**src/rtl/lsu_queue_pkg.sv**
```systemverilog
// lsu_queue_pkg: shared entry types and pointer sizing for the load/store queue
// Contents: LSU_ADDR_W / LSU_RF_W payload widths (lsu_queue parameters default to these
// and must match them), lsu_req_s (fields presented to dmem), lsu_entry_s (full buffer
// entry), lsu_ptr_w() (pointer width including the wrap bit).
package lsu_queue_pkg;
   localparam int LSU_ADDR_W = 32;
   localparam int LSU_RF_W = 5;
   typedef struct packed {
      logic                  wen;
      logic                  is_byte;
      logic [LSU_ADDR_W-1:0] addr;
      logic [31:0]           wdata;
   } lsu_req_s;
   typedef struct packed {
      lsu_req_s            req;
      logic [LSU_RF_W-1:0] rd;
      logic                kill;
   } lsu_entry_s;
   function automatic int lsu_ptr_w(input int depth);
      return $clog2(depth) + 1;
   endfunction
endpackage

```
**src/rtl/lsu_queue_if.sv**
```systemverilog
// lsu_queue_if: execute-side request, flush, dmem request/response and writeback signals
// Modports: slave = the LSU itself, master = the environment (execute, dmem, regfile).
interface lsu_queue_if #(
   parameter int ADDR_W_P    = 32,
   parameter int RF_ADDR_W_P = 5
);
   logic                   req_valid_i;
   logic                   req_ready_o;
   logic                   req_wen_i;
   logic                   req_byte_i;
   logic [ADDR_W_P-1:0]    req_addr_i;
   logic [31:0]            req_wdata_i;
   logic [RF_ADDR_W_P-1:0] req_rd_i;
   logic                   flush_i;
   logic                   mem_valid_o;
   logic                   mem_wen_o;
   logic                   mem_byte_o;
   logic [ADDR_W_P-1:0]    mem_addr_o;
   logic [31:0]            mem_wdata_o;
   logic                   mem_yumi_i;
   logic                   mem_rvalid_i;
   logic [31:0]            mem_rdata_i;
   logic                   mem_ryumi_o;
   logic                   wb_valid_o;
   logic [RF_ADDR_W_P-1:0] wb_rd_o;
   logic [31:0]            wb_data_o;
   logic                   wb_ready_i;

   modport slave (
      input  req_valid_i, req_wen_i, req_byte_i, req_addr_i, req_wdata_i, req_rd_i, flush_i,
             mem_yumi_i, mem_rvalid_i, mem_rdata_i, wb_ready_i,
      output req_ready_o, mem_valid_o, mem_wen_o, mem_byte_o, mem_addr_o, mem_wdata_o,
             mem_ryumi_o, wb_valid_o, wb_rd_o, wb_data_o
   );
   modport master (
      output req_valid_i, req_wen_i, req_byte_i, req_addr_i, req_wdata_i, req_rd_i, flush_i,
             mem_yumi_i, mem_rvalid_i, mem_rdata_i, wb_ready_i,
      input  req_ready_o, mem_valid_o, mem_wen_o, mem_byte_o, mem_addr_o, mem_wdata_o,
             mem_ryumi_o, wb_valid_o, wb_rd_o, wb_data_o
   );
endinterface

```
**src/rtl/lsu_queue_buf_ram.sv**
```systemverilog
// lsu_queue_buf_ram: DEPTH_P-entry storage, one write port, async reads at iss and head,
// and a kill-range set used by flush
// Ports: clk; we/waddr/wdata write; kill_en/kill_lo/kill_len mark kill_len entries from
// kill_lo (circular); iss_idx -> iss_req; head_idx -> head_* fields.
module lsu_queue_buf_ram import lsu_queue_pkg::*; #(
   parameter int DEPTH_P = 4
) (
   input  logic                       clk,
   input  logic                       we,
   input  logic [$clog2(DEPTH_P)-1:0] waddr,
   input  lsu_entry_s                 wdata,
   input  logic                       kill_en,
   input  logic [$clog2(DEPTH_P)-1:0] kill_lo,
   input  logic [$clog2(DEPTH_P):0]   kill_len,
   input  logic [$clog2(DEPTH_P)-1:0] iss_idx,
   input  logic [$clog2(DEPTH_P)-1:0] head_idx,
   output lsu_req_s                   iss_req,
   output logic                       head_wen,
   output logic                       head_byte,
   output logic [LSU_RF_W-1:0]        head_rd,
   output logic                       head_kill
);
   localparam int AW = $clog2(DEPTH_P);
   lsu_entry_s mem [DEPTH_P];
   logic [DEPTH_P-1:0] hit;

   // entry i is in the range when its circular distance from kill_lo is below kill_len
   always_comb begin
      hit = '0;
      for (int i = 0; i < DEPTH_P; i++)
         hit[i] = {1'b0, AW'(i) - kill_lo} < kill_len;
   end

   always_ff @(posedge clk) begin
      for (int i = 0; i < DEPTH_P; i++)
         if (we && waddr == AW'(i)) mem[i] <= wdata;
         else if (kill_en && hit[i]) mem[i].kill <= 1'b1;
   end

   assign iss_req   = mem[iss_idx].req;
   assign head_wen  = mem[head_idx].req.wen;
   assign head_byte = mem[head_idx].req.is_byte;
   assign head_rd   = mem[head_idx].rd;
   assign head_kill = mem[head_idx].kill;
endmodule

```
**src/rtl/lsu_queue.sv**
```systemverilog
// lsu_queue: in-order load/store buffer between execute and the data memory port
// Ports: clk, reset (async, active-high); bus (lsu_queue_if.slave) carries the request,
// flush, dmem request/response and writeback handshakes; count_o occupied entries,
// idle_o empty, error_o sticky response-with-nothing-outstanding flag.
module lsu_queue import lsu_queue_pkg::*; #(
   parameter int DEPTH_P     = 4,
   parameter int ADDR_W_P    = LSU_ADDR_W,
   parameter int RF_ADDR_W_P = LSU_RF_W,
   parameter bit SEXT_BYTE_P = 1'b0
) (
   input  logic                     clk,
   input  logic                     reset,
   lsu_queue_if.slave               bus,
   output logic [$clog2(DEPTH_P):0] count_o,
   output logic                     idle_o,
   output logic                     error_o
);
   localparam int PW = lsu_ptr_w(DEPTH_P);
   localparam int AW = PW - 1;
   logic [PW-1:0] tail, iss, head, tail_n, count;
   logic full, accept, issue, outst, live;
   lsu_entry_s e_new;
   lsu_req_s e_iss;
   logic h_wen, h_byte, h_kill;
   logic [LSU_RF_W-1:0] h_rd;

   assign count   = tail - head;
   assign count_o = count;
   assign idle_o  = count == '0;
   assign full    = count == PW'(DEPTH_P);

   assign bus.req_ready_o = !full && !bus.flush_i && !reset;
   assign accept = bus.req_valid_i && bus.req_ready_o;
   assign e_new = '{req: '{wen: bus.req_wen_i, is_byte: bus.req_byte_i,
                           addr: bus.req_addr_i, wdata: bus.req_wdata_i},
                    rd: bus.req_rd_i, kill: 1'b0};

   assign bus.mem_valid_o = iss != tail;
   assign bus.mem_wen_o   = e_iss.wen;
   assign bus.mem_byte_o  = e_iss.is_byte;
   assign bus.mem_addr_o  = ADDR_W_P'(e_iss.addr);
   assign bus.mem_wdata_o = e_iss.wdata;
   assign issue = bus.mem_valid_o && bus.mem_yumi_i;

   // only entries between head and iss can own a response
   assign outst = head != iss;
   assign live  = !h_wen && !h_kill;
   assign bus.mem_ryumi_o = bus.mem_rvalid_i && outst && (!live || bus.wb_ready_i);
   assign bus.wb_valid_o  = bus.mem_rvalid_i && outst && live && h_rd != '0;
   assign bus.wb_rd_o     = RF_ADDR_W_P'(h_rd);
   assign bus.wb_data_o   = h_byte ? {{24{SEXT_BYTE_P & bus.mem_rdata_i[7]}}, bus.mem_rdata_i[7:0]}
                                   : bus.mem_rdata_i;

   // a presented entry survives flush (killed) whether or not it is taken this cycle
   assign tail_n = bus.mem_valid_o ? iss + 1'b1 : iss;

   lsu_queue_buf_ram #(.DEPTH_P(DEPTH_P)) u_ram (
      .clk       (clk),
      .we        (accept),
      .waddr     (tail[AW-1:0]),
      .wdata     (e_new),
      .kill_en   (bus.flush_i),
      .kill_lo   (head[AW-1:0]),
      .kill_len  (tail_n - head),
      .iss_idx   (iss[AW-1:0]),
      .head_idx  (head[AW-1:0]),
      .iss_req   (e_iss),
      .head_wen  (h_wen),
      .head_byte (h_byte),
      .head_rd   (h_rd),
      .head_kill (h_kill)
   );

   always_ff @(posedge clk or posedge reset) begin
      if (reset) begin
         tail    <= '0;
         iss     <= '0;
         head    <= '0;
         error_o <= 1'b0;
      end else begin
         if (bus.flush_i) tail <= tail_n;
         else if (accept) tail <= tail + 1'b1;
         if (issue) iss <= iss + 1'b1;
         if (bus.mem_ryumi_o) head <= head + 1'b1;
         if (bus.mem_rvalid_i && !outst) error_o <= 1'b1;
      end
   end
endmodule
```
**src/flat_wrapper.sv**
```systemverilog
// flat-port wrapper written by rule: the top's interface ports become plain ports
module lsu_queue_flat import lsu_queue_pkg::*;
#(
   parameter int DEPTH_P     = 4,
   parameter int ADDR_W_P    = LSU_ADDR_W,
   parameter int RF_ADDR_W_P = LSU_RF_W,
   parameter bit SEXT_BYTE_P = 1'b0
)
  (clk, reset, count_o, idle_o, error_o, bus_req_valid_i, bus_req_wen_i, bus_req_byte_i, bus_req_addr_i, bus_req_wdata_i, bus_req_rd_i, bus_flush_i, bus_mem_yumi_i, bus_mem_rvalid_i, bus_mem_rdata_i, bus_wb_ready_i, bus_req_ready_o, bus_mem_valid_o, bus_mem_wen_o, bus_mem_byte_o, bus_mem_addr_o, bus_mem_wdata_o, bus_mem_ryumi_o, bus_wb_valid_o, bus_wb_rd_o, bus_wb_data_o);
  lsu_queue_if #(.ADDR_W_P(ADDR_W_P), .RF_ADDR_W_P(RF_ADDR_W_P)) bus_i ();
  input  logic clk;
  input  logic reset;
  output logic [$clog2(DEPTH_P):0] count_o;
  output logic idle_o;
  output logic error_o;
  input wire logic [$bits(bus_i.req_valid_i)-1:0] bus_req_valid_i;
  input wire logic [$bits(bus_i.req_wen_i)-1:0] bus_req_wen_i;
  input wire logic [$bits(bus_i.req_byte_i)-1:0] bus_req_byte_i;
  input wire logic [$bits(bus_i.req_addr_i)-1:0] bus_req_addr_i;
  input wire logic [$bits(bus_i.req_wdata_i)-1:0] bus_req_wdata_i;
  input wire logic [$bits(bus_i.req_rd_i)-1:0] bus_req_rd_i;
  input wire logic [$bits(bus_i.flush_i)-1:0] bus_flush_i;
  input wire logic [$bits(bus_i.mem_yumi_i)-1:0] bus_mem_yumi_i;
  input wire logic [$bits(bus_i.mem_rvalid_i)-1:0] bus_mem_rvalid_i;
  input wire logic [$bits(bus_i.mem_rdata_i)-1:0] bus_mem_rdata_i;
  input wire logic [$bits(bus_i.wb_ready_i)-1:0] bus_wb_ready_i;
  output wire logic [$bits(bus_i.req_ready_o)-1:0] bus_req_ready_o;
  output wire logic [$bits(bus_i.mem_valid_o)-1:0] bus_mem_valid_o;
  output wire logic [$bits(bus_i.mem_wen_o)-1:0] bus_mem_wen_o;
  output wire logic [$bits(bus_i.mem_byte_o)-1:0] bus_mem_byte_o;
  output wire logic [$bits(bus_i.mem_addr_o)-1:0] bus_mem_addr_o;
  output wire logic [$bits(bus_i.mem_wdata_o)-1:0] bus_mem_wdata_o;
  output wire logic [$bits(bus_i.mem_ryumi_o)-1:0] bus_mem_ryumi_o;
  output wire logic [$bits(bus_i.wb_valid_o)-1:0] bus_wb_valid_o;
  output wire logic [$bits(bus_i.wb_rd_o)-1:0] bus_wb_rd_o;
  output wire logic [$bits(bus_i.wb_data_o)-1:0] bus_wb_data_o;
  assign bus_i.req_valid_i = bus_req_valid_i;
  assign bus_i.req_wen_i = bus_req_wen_i;
  assign bus_i.req_byte_i = bus_req_byte_i;
  assign bus_i.req_addr_i = bus_req_addr_i;
  assign bus_i.req_wdata_i = bus_req_wdata_i;
  assign bus_i.req_rd_i = bus_req_rd_i;
  assign bus_i.flush_i = bus_flush_i;
  assign bus_i.mem_yumi_i = bus_mem_yumi_i;
  assign bus_i.mem_rvalid_i = bus_mem_rvalid_i;
  assign bus_i.mem_rdata_i = bus_mem_rdata_i;
  assign bus_i.wb_ready_i = bus_wb_ready_i;
  assign bus_req_ready_o = bus_i.req_ready_o;
  assign bus_mem_valid_o = bus_i.mem_valid_o;
  assign bus_mem_wen_o = bus_i.mem_wen_o;
  assign bus_mem_byte_o = bus_i.mem_byte_o;
  assign bus_mem_addr_o = bus_i.mem_addr_o;
  assign bus_mem_wdata_o = bus_i.mem_wdata_o;
  assign bus_mem_ryumi_o = bus_i.mem_ryumi_o;
  assign bus_wb_valid_o = bus_i.wb_valid_o;
  assign bus_wb_rd_o = bus_i.wb_rd_o;
  assign bus_wb_data_o = bus_i.wb_data_o;
  lsu_queue #(.DEPTH_P(DEPTH_P), .ADDR_W_P(ADDR_W_P), .RF_ADDR_W_P(RF_ADDR_W_P), .SEXT_BYTE_P(SEXT_BYTE_P)) u_core (.clk(clk), .reset(reset), .bus(bus_i), .count_o(count_o), .idle_o(idle_o), .error_o(error_o));
endmodule
```
**config.mk**
```make
export PLATFORM = sky130hd
export DESIGN_NAME = lsu_queue_flat
export DESIGN_NICKNAME = d
export VERILOG_FILES = /design/src/rtl/lsu_queue_pkg.sv /design/src/rtl/lsu_queue_if.sv /design/src/rtl/lsu_queue_buf_ram.sv /design/src/rtl/lsu_queue.sv /design/src/flat_wrapper.sv
export SDC_FILE = /design/constraint.sdc
export NUM_CORES = 1
export LEC_CHECK = 0
export ABC_CLOCK_PERIOD_IN_PS = 4100
export BUFFER_PORTS_ARGS = -buffer_cell sky130_fd_sc_hd__buf_4
export CORE_ASPECT_RATIO = 1.1
export CORE_UTILIZATION = 40
export CTS_BUF_LIST = sky130_fd_sc_hd__clkbuf_8
export DETAILED_ROUTE_END_ITERATION = 8
export GPL_TIMING_DRIVEN = 0
export PLACE_DENSITY = 0.75
export RECOVER_POWER = 100
export SETUP_SLACK_MARGIN = 0.2
export SYNTH_ARGS = -nofsm -noshare
export SYNTH_HDL_FRONTEND = slang
export SYNTH_SLANG_ARGS = --single-unit
```
**constraint.sdc**
```tcl
create_clock -name clk -period 4.1 [get_ports clk]
set_input_delay 0.615 -clock clk [delete_from_list [all_inputs] [get_ports clk]]
set_output_delay 0.615 -clock clk [all_outputs]
set_load 0.005 [all_outputs]
```
==> out/results.tsv, run 1 <==
stage	metric	value	unit
global_route	total gr overflow	0	
worst_setup_path	r2r endpoint	u_core.u_ram.mem[3][43]$_DFFE_PP_	
route	WL per Instance	20.0	µm
global_route	first-pass GRT wire length	36.9	mm
worst_setup_path	Buffers & Inverters on Critical Path	4	
worst_setup_path	CP endpoint kind	output port	
worst_setup_path	most used cell, CP	clkbuf_1	
worst_setup_path	Crit path arrival time	2990	ps
timing	hold slack	50.1	ps
cts	Root Driver	clkbuf_8	
route	Post-route DRC	0	
cts	total number of H-tree levels	2	
worst_hold_path	worst hold-check path type	in2async	
floorplan	Die ar.	0.0299	mm²
final_layout	footprint of the multi-input gates	0.00255	mm²
synth	synth unique cells	51	
synth	flops & latches, synth	298	
power_and_ir_drop	worst vdd ir	549	µV
synth	Synth top cells by count	edfxtp_1, mux4_2, nor2b_1	
cts	CTS tree	built	
floorplan	Die H	181	µm
power_and_ir_drop	Cell Pwr Density	676	mW/mm²
floorplan	core area	0.0287	mm²
status	status	completed	
route	WL final	24.2	mm
final_layout	final core occ	50.0	%
worst_setup_path	cell family with most CP delay	buffers and inverters	
final_layout	final instance area	0.0144	mm²
timing	setup tns final	0	ps
global_route	vias in the first global route	6657	
place	Cells after DPL	1119	
synth	Post-Syn Instances	535	
floorplan	chip width	165	µm
floorplan	IO Count	222	
power_and_ir_drop	Pwr Total	9.71	mW
synth	post-synth top area share	73.7	%
floorplan	starting density of the core	40.8	%
cts	Post-CTS Resized	0	
timing	Slew Viols, Final	0	
route	first-pass iteration count of the detailed router	4	
final_layout	ant diodes	0	
timing	slew of the pin with the lowest slew margin	736	ps
synth	top-count cell post-synth	edfxtp_1	
timing	final setup margin	495	ps
timing	RSZ-0062 raised after global routing	no	
cts	Num CTS Buffers	49	
route	Post-DRT Antenna Nets	0	
worst_setup_path	slowest stage delay, CP	600	ps
worst_setup_path	crit path max-delay cell type	clkbuf_1	
cts	CTS Sinks	298	
synth	Avg Cell Area, Syn	21.9	µm²
synth	main area contributors after synthesis	edfxtp_1, mux4_2, dfrtp_1, nor2b_1, ha_1	
timing	final number of setup-violating endpoints	0	
route	Via density	5.05	
place	Final GP Congestion	0.803	
global_route	pin count of the biggest net entering global routing	46	
worst_setup_path	startpoint types	flip-flop	
synth	syn nets	658	
cts	maximum buffer depth of the clock tree	3	
synth	FFs w/ async S/R, synth	3.36	%
worst_setup_path	Cell Chain, Critical Path	clkbuf_1 > buf_2 > clkbuf_1 > mux4_2 > clkbuf_4	
worst_setup_path	R2R depth	8	
synth	Synth Cell Area	0.0117	mm²
place	Buffers on Ports	212	
cts	CTS clk-pin slew, worst paths	60	ps
worst_setup_path	minimum setup slack among reg-to-reg paths	520	ps
global_route	Total GRT Usage	16.5	%
synth	dominant synthesized flop cell	edfxtp_1	
synth	YS warnings	0	
synth	Synth area leader	edfxtp_1	
run	MaxCap Viol Count	0	
cts	cts hold-fix bufs	0	
worst_setup_path	WP data required	3480	ps
place	Post-DP Area	0.0139	mm²
timing	endpoints failing hold	0	
route	initial drt markers	284	
timing	fin crit share	87.9	%
synth	Post-synth EDFFs	287	
final_layout	Area growth, synth to finish	22.7	%
cts	Clk Latency, worst-skew pair	560	ps
final_layout	flip-flop and latch area	0.00889	mm²
worst_setup_path	kind of critical path	reg2out	
place	HPWL Detailed	15.7	mm
final_layout	FILL cells	2446	
cts	# Post-CTS Setup Buffers	0	
timing	Max Clk Rate	0.277	GHz
final_layout	Final Non-Filler Cells	1206	
timing	minimum clock period	3610	ps
final_layout	Final nets	925	
floorplan	row count	65	
synth	sequential area share after synthesis	76.0	%
global_route	initial antenna violation count	0	
timing	slew margin rel.	50.6	%
place	Place WS	820	ps
route	via count	6089	
final_layout	layout cell share with drive strength beyond 1	31.7	%
timing	Setup Skew	24.2	ps
worst_setup_path	Critical R2R Launch	u_core.tail[0]$_DFFE_PP0P_	
worst_setup_path	Worst Path Max Fanout	10	
power_and_ir_drop	leakage	4.93	nW
cells in the final DEF (no fill, tap or decap), types with 5 or more instances in the layout:
cell type    n
mux4_2      69
xor2_1       8
ha_1        11
clkinv_2     6
xnor2_1      5
buf_2       10
nand2_1      9
edfxtp_1   287
nor2_1       8
clkbuf_8    49
nor2b_1     26
clkbuf_1   123
clkbuf_4    65
buf_4       44
clkinv_1    14
dfrtp_1     10
inv_1       22
a21oi_1      5
flip-flops by register name, indices dropped and copies added, names as in the netlist:
name              flops
u_core.error_o        1
u_core.u_ram.mem    288
u_core.iss            3
u_core.tail           3
u_core.head           3
power by group:
group | total, mW | internal (mW) | switching, mW
clock | 2.49 | 1.37 | 1.12
sequential | 3.75 | 3.63 | 0.112
combinational | 3.48 | 1.74 | 1.73
routing by layer:
layer | share of wire, % | global-route usage [%]
met1 | 39 | 19.6
met2 | 51 | 29.0
met3 | 7.3 | 4.39
met4 | 2.3 | 4.81
met5 | 0 | 0
logic make-up after synthesis:
group	synth area share [%]
flip-flops	76.0
AND/OR/NAND/NOR	2.92
AO/OA/AOI/OAI	2.05
multiplexers	14.4
XOR/XNOR	1.19
adder cells (fa/ha/maj)	1.52
buffers and inverters	2.00
worst max-delay path by stage:
stage	startpoint	slack [ps]	depth (start not counted)	end
final	u_core.iss[1]$_DFFE_PP0P_	490	5	bus_mem_addr_o[26]
after CTS	u_core.iss[1]$_DFFE_PP0P_	610	5	bus_mem_addr_o[26]
after global placement	u_core.tail[0]$_DFFE_PP0P_	-1000	7	u_core.u_ram.mem[3][55]$_DFFE_PP_
after floorplan	u_core.tail[0]$_DFFE_PP0P_	440	7	u_core.u_ram.mem[3][10]$_DFFE_PP_
after global routing	u_core.tail[0]$_DFFE_PP0P_	300	8	u_core.u_ram.mem[3][54]$_DFFE_PP_
after detailed placement	u_core.tail[0]$_DFFE_PP0P_	820	8	u_core.u_ram.mem[0][0]$_DFFE_PP_
area by class of cell:
cell class | instances | area share, %
Clock buffer | 49 | 4.70
Buffer | 31 | 1.16
Clock inverter | 38 | 1.86
Multi-Input combinational cell | 191 | 17.8
Tap cell | 368 | 3.21
Timing Repair Buffer | 216 | 8.95
Inverter | 15 | 0.462
Sequential cell | 298 | 61.9
Power figures use the tool's default switching activity.
==> run 2: changes to the inputs <==
==> constraint.sdc (replaced) <==
create_clock -name clk -period 4.1 [get_ports clk]
set_input_delay 0.615 -clock clk [delete_from_list [all_inputs] [get_ports clk]]
set_output_delay 0.615 -clock clk [all_outputs]
set_load 0.01 [all_outputs]
==> run 2 against run 1 <==
  * First-iteration DRC count shrank 14%
  * Via count about the same
  * Clock power is essentially flat
==> out/results.tsv, run 2 (synthesis gave the netlist of run 1 again) <==
stage	metric	value	unit	change
status	status	completed		
global_route	first-pass GRT wire length	36.9	mm	unchanged
worst_setup_path	Cell Chain, Critical Path	clkbuf_1 > inv_4 > mux4_2 > a211oi_1 > clkbuf_1		
cts	# Post-CTS Setup Buffers	0		unchanged
place	Buffers on Ports	212		unchanged
worst_setup_path	Critical R2R Launch	u_core.tail[0]$_DFFE_PP0P_		
global_route	pin count of the biggest net entering global routing	46		unchanged
floorplan	core area	0.0287	mm²	unchanged
timing	Setup Skew	26.2	ps	+1.95 ps
cts	Root Driver	clkbuf_8		
timing	RSZ-0062 raised after global routing	no		
timing	minimum clock period	3600	ps	-9.99 ps
timing	final number of setup-violating endpoints	0		unchanged
route	first-pass iteration count of the detailed router	4		unchanged
worst_hold_path	worst hold-check path type	in2async		
final_layout	ant diodes	0		unchanged
run	MaxCap Viol Count	0		unchanged
worst_setup_path	startpoint types	flip-flop		
timing	fin crit share	87.7	%	-0.24 points
route	WL per Instance	20.1	µm	+0.50%
global_route	vias in the first global route	6657		unchanged
timing	setup tns final	0	ps	unchanged
cts	CTS clk-pin slew, worst paths	60	ps	about the same
worst_setup_path	WP data required	3480	ps	about the same
floorplan	chip width	165	µm	unchanged
worst_setup_path	Worst Path Max Fanout	8		-2
cts	CTS tree	built		
timing	endpoints failing hold	0		unchanged
final_layout	layout cell share with drive strength beyond 1	23.5	%	-8.2 points
final_layout	Top reg by flops	u_core.u_ram.mem		
power_and_ir_drop	Pwr Total	9.70	mW	about the same
place	HPWL Detailed	15.7	mm	unchanged
final_layout	leading cell type in the layout, fill and taps excluded	edfxtp_1		
floorplan	row count	65		unchanged
worst_setup_path	minimum setup slack among reg-to-reg paths	530	ps	about the same
final_layout	Final Non-Filler Cells	1206		unchanged
worst_setup_path	kind of critical path	reg2out		
timing	Max Clk Rate	0.278	GHz	+0.28%
cts	maximum buffer depth of the clock tree	3		unchanged
place	Final GP Congestion	0.803		unchanged
power_and_ir_drop	Reg power frac	38.6	%	about the same
power_and_ir_drop	leakage	4.69	nW	-4.9%
global_route	Total GRT Usage	16.5	%	unchanged
final_layout	Area growth, synth to finish	20.5	%	
cts	total number of H-tree levels	2		unchanged
cts	Num CTS Buffers	49		unchanged
worst_setup_path	r2r endpoint	u_core.u_ram.mem[3][43]$_DFFE_PP_		
timing	slew margin rel.	50.6	%	about the same
worst_setup_path	crit path max-delay cell type	a211oi_1		
timing	slew of the pin with the lowest slew margin	736	ps	-0.298 ps
cts	Post-CTS Resized	0		unchanged
final_layout	final core occ	49.1	%	-0.90 points
power_and_ir_drop	Clock power frac	25.7	%	about the same
floorplan	Die ar.	0.0299	mm²	unchanged
final_layout	Final nets	925		unchanged
final_layout	most frequent cells in the layout	edfxtp_1, clkbuf_1, mux4_2		
cts	Clk Latency, worst-skew pair	560	ps	about the same
worst_setup_path	most used cell, CP	clkbuf_1		
route	via count	6083		-0.099%
route	WL final	24.3	mm	+0.50%
cts	cts hold-fix bufs	0		unchanged
route	Post-DRT Antenna Nets	0		unchanged
power_and_ir_drop	part of the power in combinational logic	35.7	%	about the same
route	initial drt markers	244		-14%
floorplan	Die H	181	µm	unchanged
place	Cells after DPL	1119		unchanged
global_route	initial antenna violation count	0		unchanged
worst_setup_path	CP endpoint kind	output port		
worst_setup_path	R2R depth	8		unchanged
final_layout	FILL cells	2502		+2.3%
floorplan	IO Count	222		unchanged
final_layout	number of flip-flops in the largest register	288		unchanged
floorplan	starting density of the core	40.8	%	unchanged
power_and_ir_drop	P_int	6.51	mW	-3.4%
power_and_ir_drop	Psw	3.19	mW	+7.4%
timing	Slew Viols, Final	0		unchanged
timing	hold slack	51.1	ps	+0.954 ps
route	Via density	5.04		about the same
power_and_ir_drop	worst vdd ir	508	µV	-7.4%
power_and_ir_drop	Sw Share	32.9	%	+2.3 points
cts	CTS Sinks	298		unchanged
worst_setup_path	slowest stage delay, CP	660	ps	+60 ps
power_and_ir_drop	Cell Pwr Density	688	mW/mm²	+1.8%
worst_setup_path	Crit path arrival time	2980	ps	about the same
route	Post-route DRC	0		unchanged
global_route	total gr overflow	0		unchanged
==> run 2: cell count changes in the layout (fill, tap and decap cells not counted) <==
cell / previous run / this run
clkbuf_4: 65 / 0
clkbuf_1: 123 / 192
buf_4: 44 / 40
==> run 2: through the flow <==
step                      setup WS [ps]  area, µm²
after global routing                297      14100
final                               505      14100
after global placement            -1000      13800
after floorplan                     422      11700
after CTS                           598      14800
after detailed placement            820      13900
==> run 2: worst max-delay path, delay by kind of cell (launching register included) <==
| kind | cells | cell delay [ps] |
|---|---|---|
| compound gates | 1 | 660 |
| flops | 1 | 470 |
| mux | 1 | 460 |
| buf+inv | 3 | 820 |
==> run 2: power by group through the flow <==
stage	sequential, mW	combinational [mW]	clock, mW
finish	3.75	3.47	2.49
CTS	3.75	4.05	2.56
floorplan	3.78	2.47	0
detailed placement	3.81	4.03	0
global placement	3.82	3.95	0
global route	3.76	3.84	2.70
==> run 2: final cells by class <==
class                   instances  area (µm²)  share of cell area [%]
flip-flops and latches        298        8890                    63.0
clock buffers                  49         674                    4.78
multi-input cells             191        2550                    18.1
clock inverters                38         267                    1.89
inverters                      15        66.3                   0.470
plain buffers                  31         166                    1.18
repair buffers                216        1030                    7.28
well taps                     368         460                    3.27
==> run 2: per-layer routing <==
metal	global-route usage (%)	vias up	part of all wire (%)
met5	0	-	0
met4	4.81	0	2.2
met3	4.39	46	7.8
met2	29.0	229	51
met1	19.6	3078	39
li1	-	2730	-
==> run 2: worst max-delay path by stage <==
| stage | start | end | slack [ps] |
|---|---|---|---|
| 2_1_floorplan | u_core.tail[0]$_DFFE_PP0P_ | u_core.u_ram.mem[3][10]$_DFFE_PP_ | 420 |
| 3_3_place_gp | u_core.tail[0]$_DFFE_PP0P_ | u_core.u_ram.mem[3][55]$_DFFE_PP_ | -1000 |
| 3_5_place_dp | u_core.tail[0]$_DFFE_PP0P_ | u_core.u_ram.mem[0][0]$_DFFE_PP_ | 820 |
| 4_1_cts | u_core.iss[1]$_DFFE_PP0P_ | bus_mem_addr_o[26] | 600 |
| 5_1_grt | u_core.tail[0]$_DFFE_PP0P_ | u_core.u_ram.mem[3][54]$_DFFE_PP_ | 300 |
| 6_report | u_core.head[1]$_DFFE_PP0P_ | bus_mem_ryumi_o | 500 |
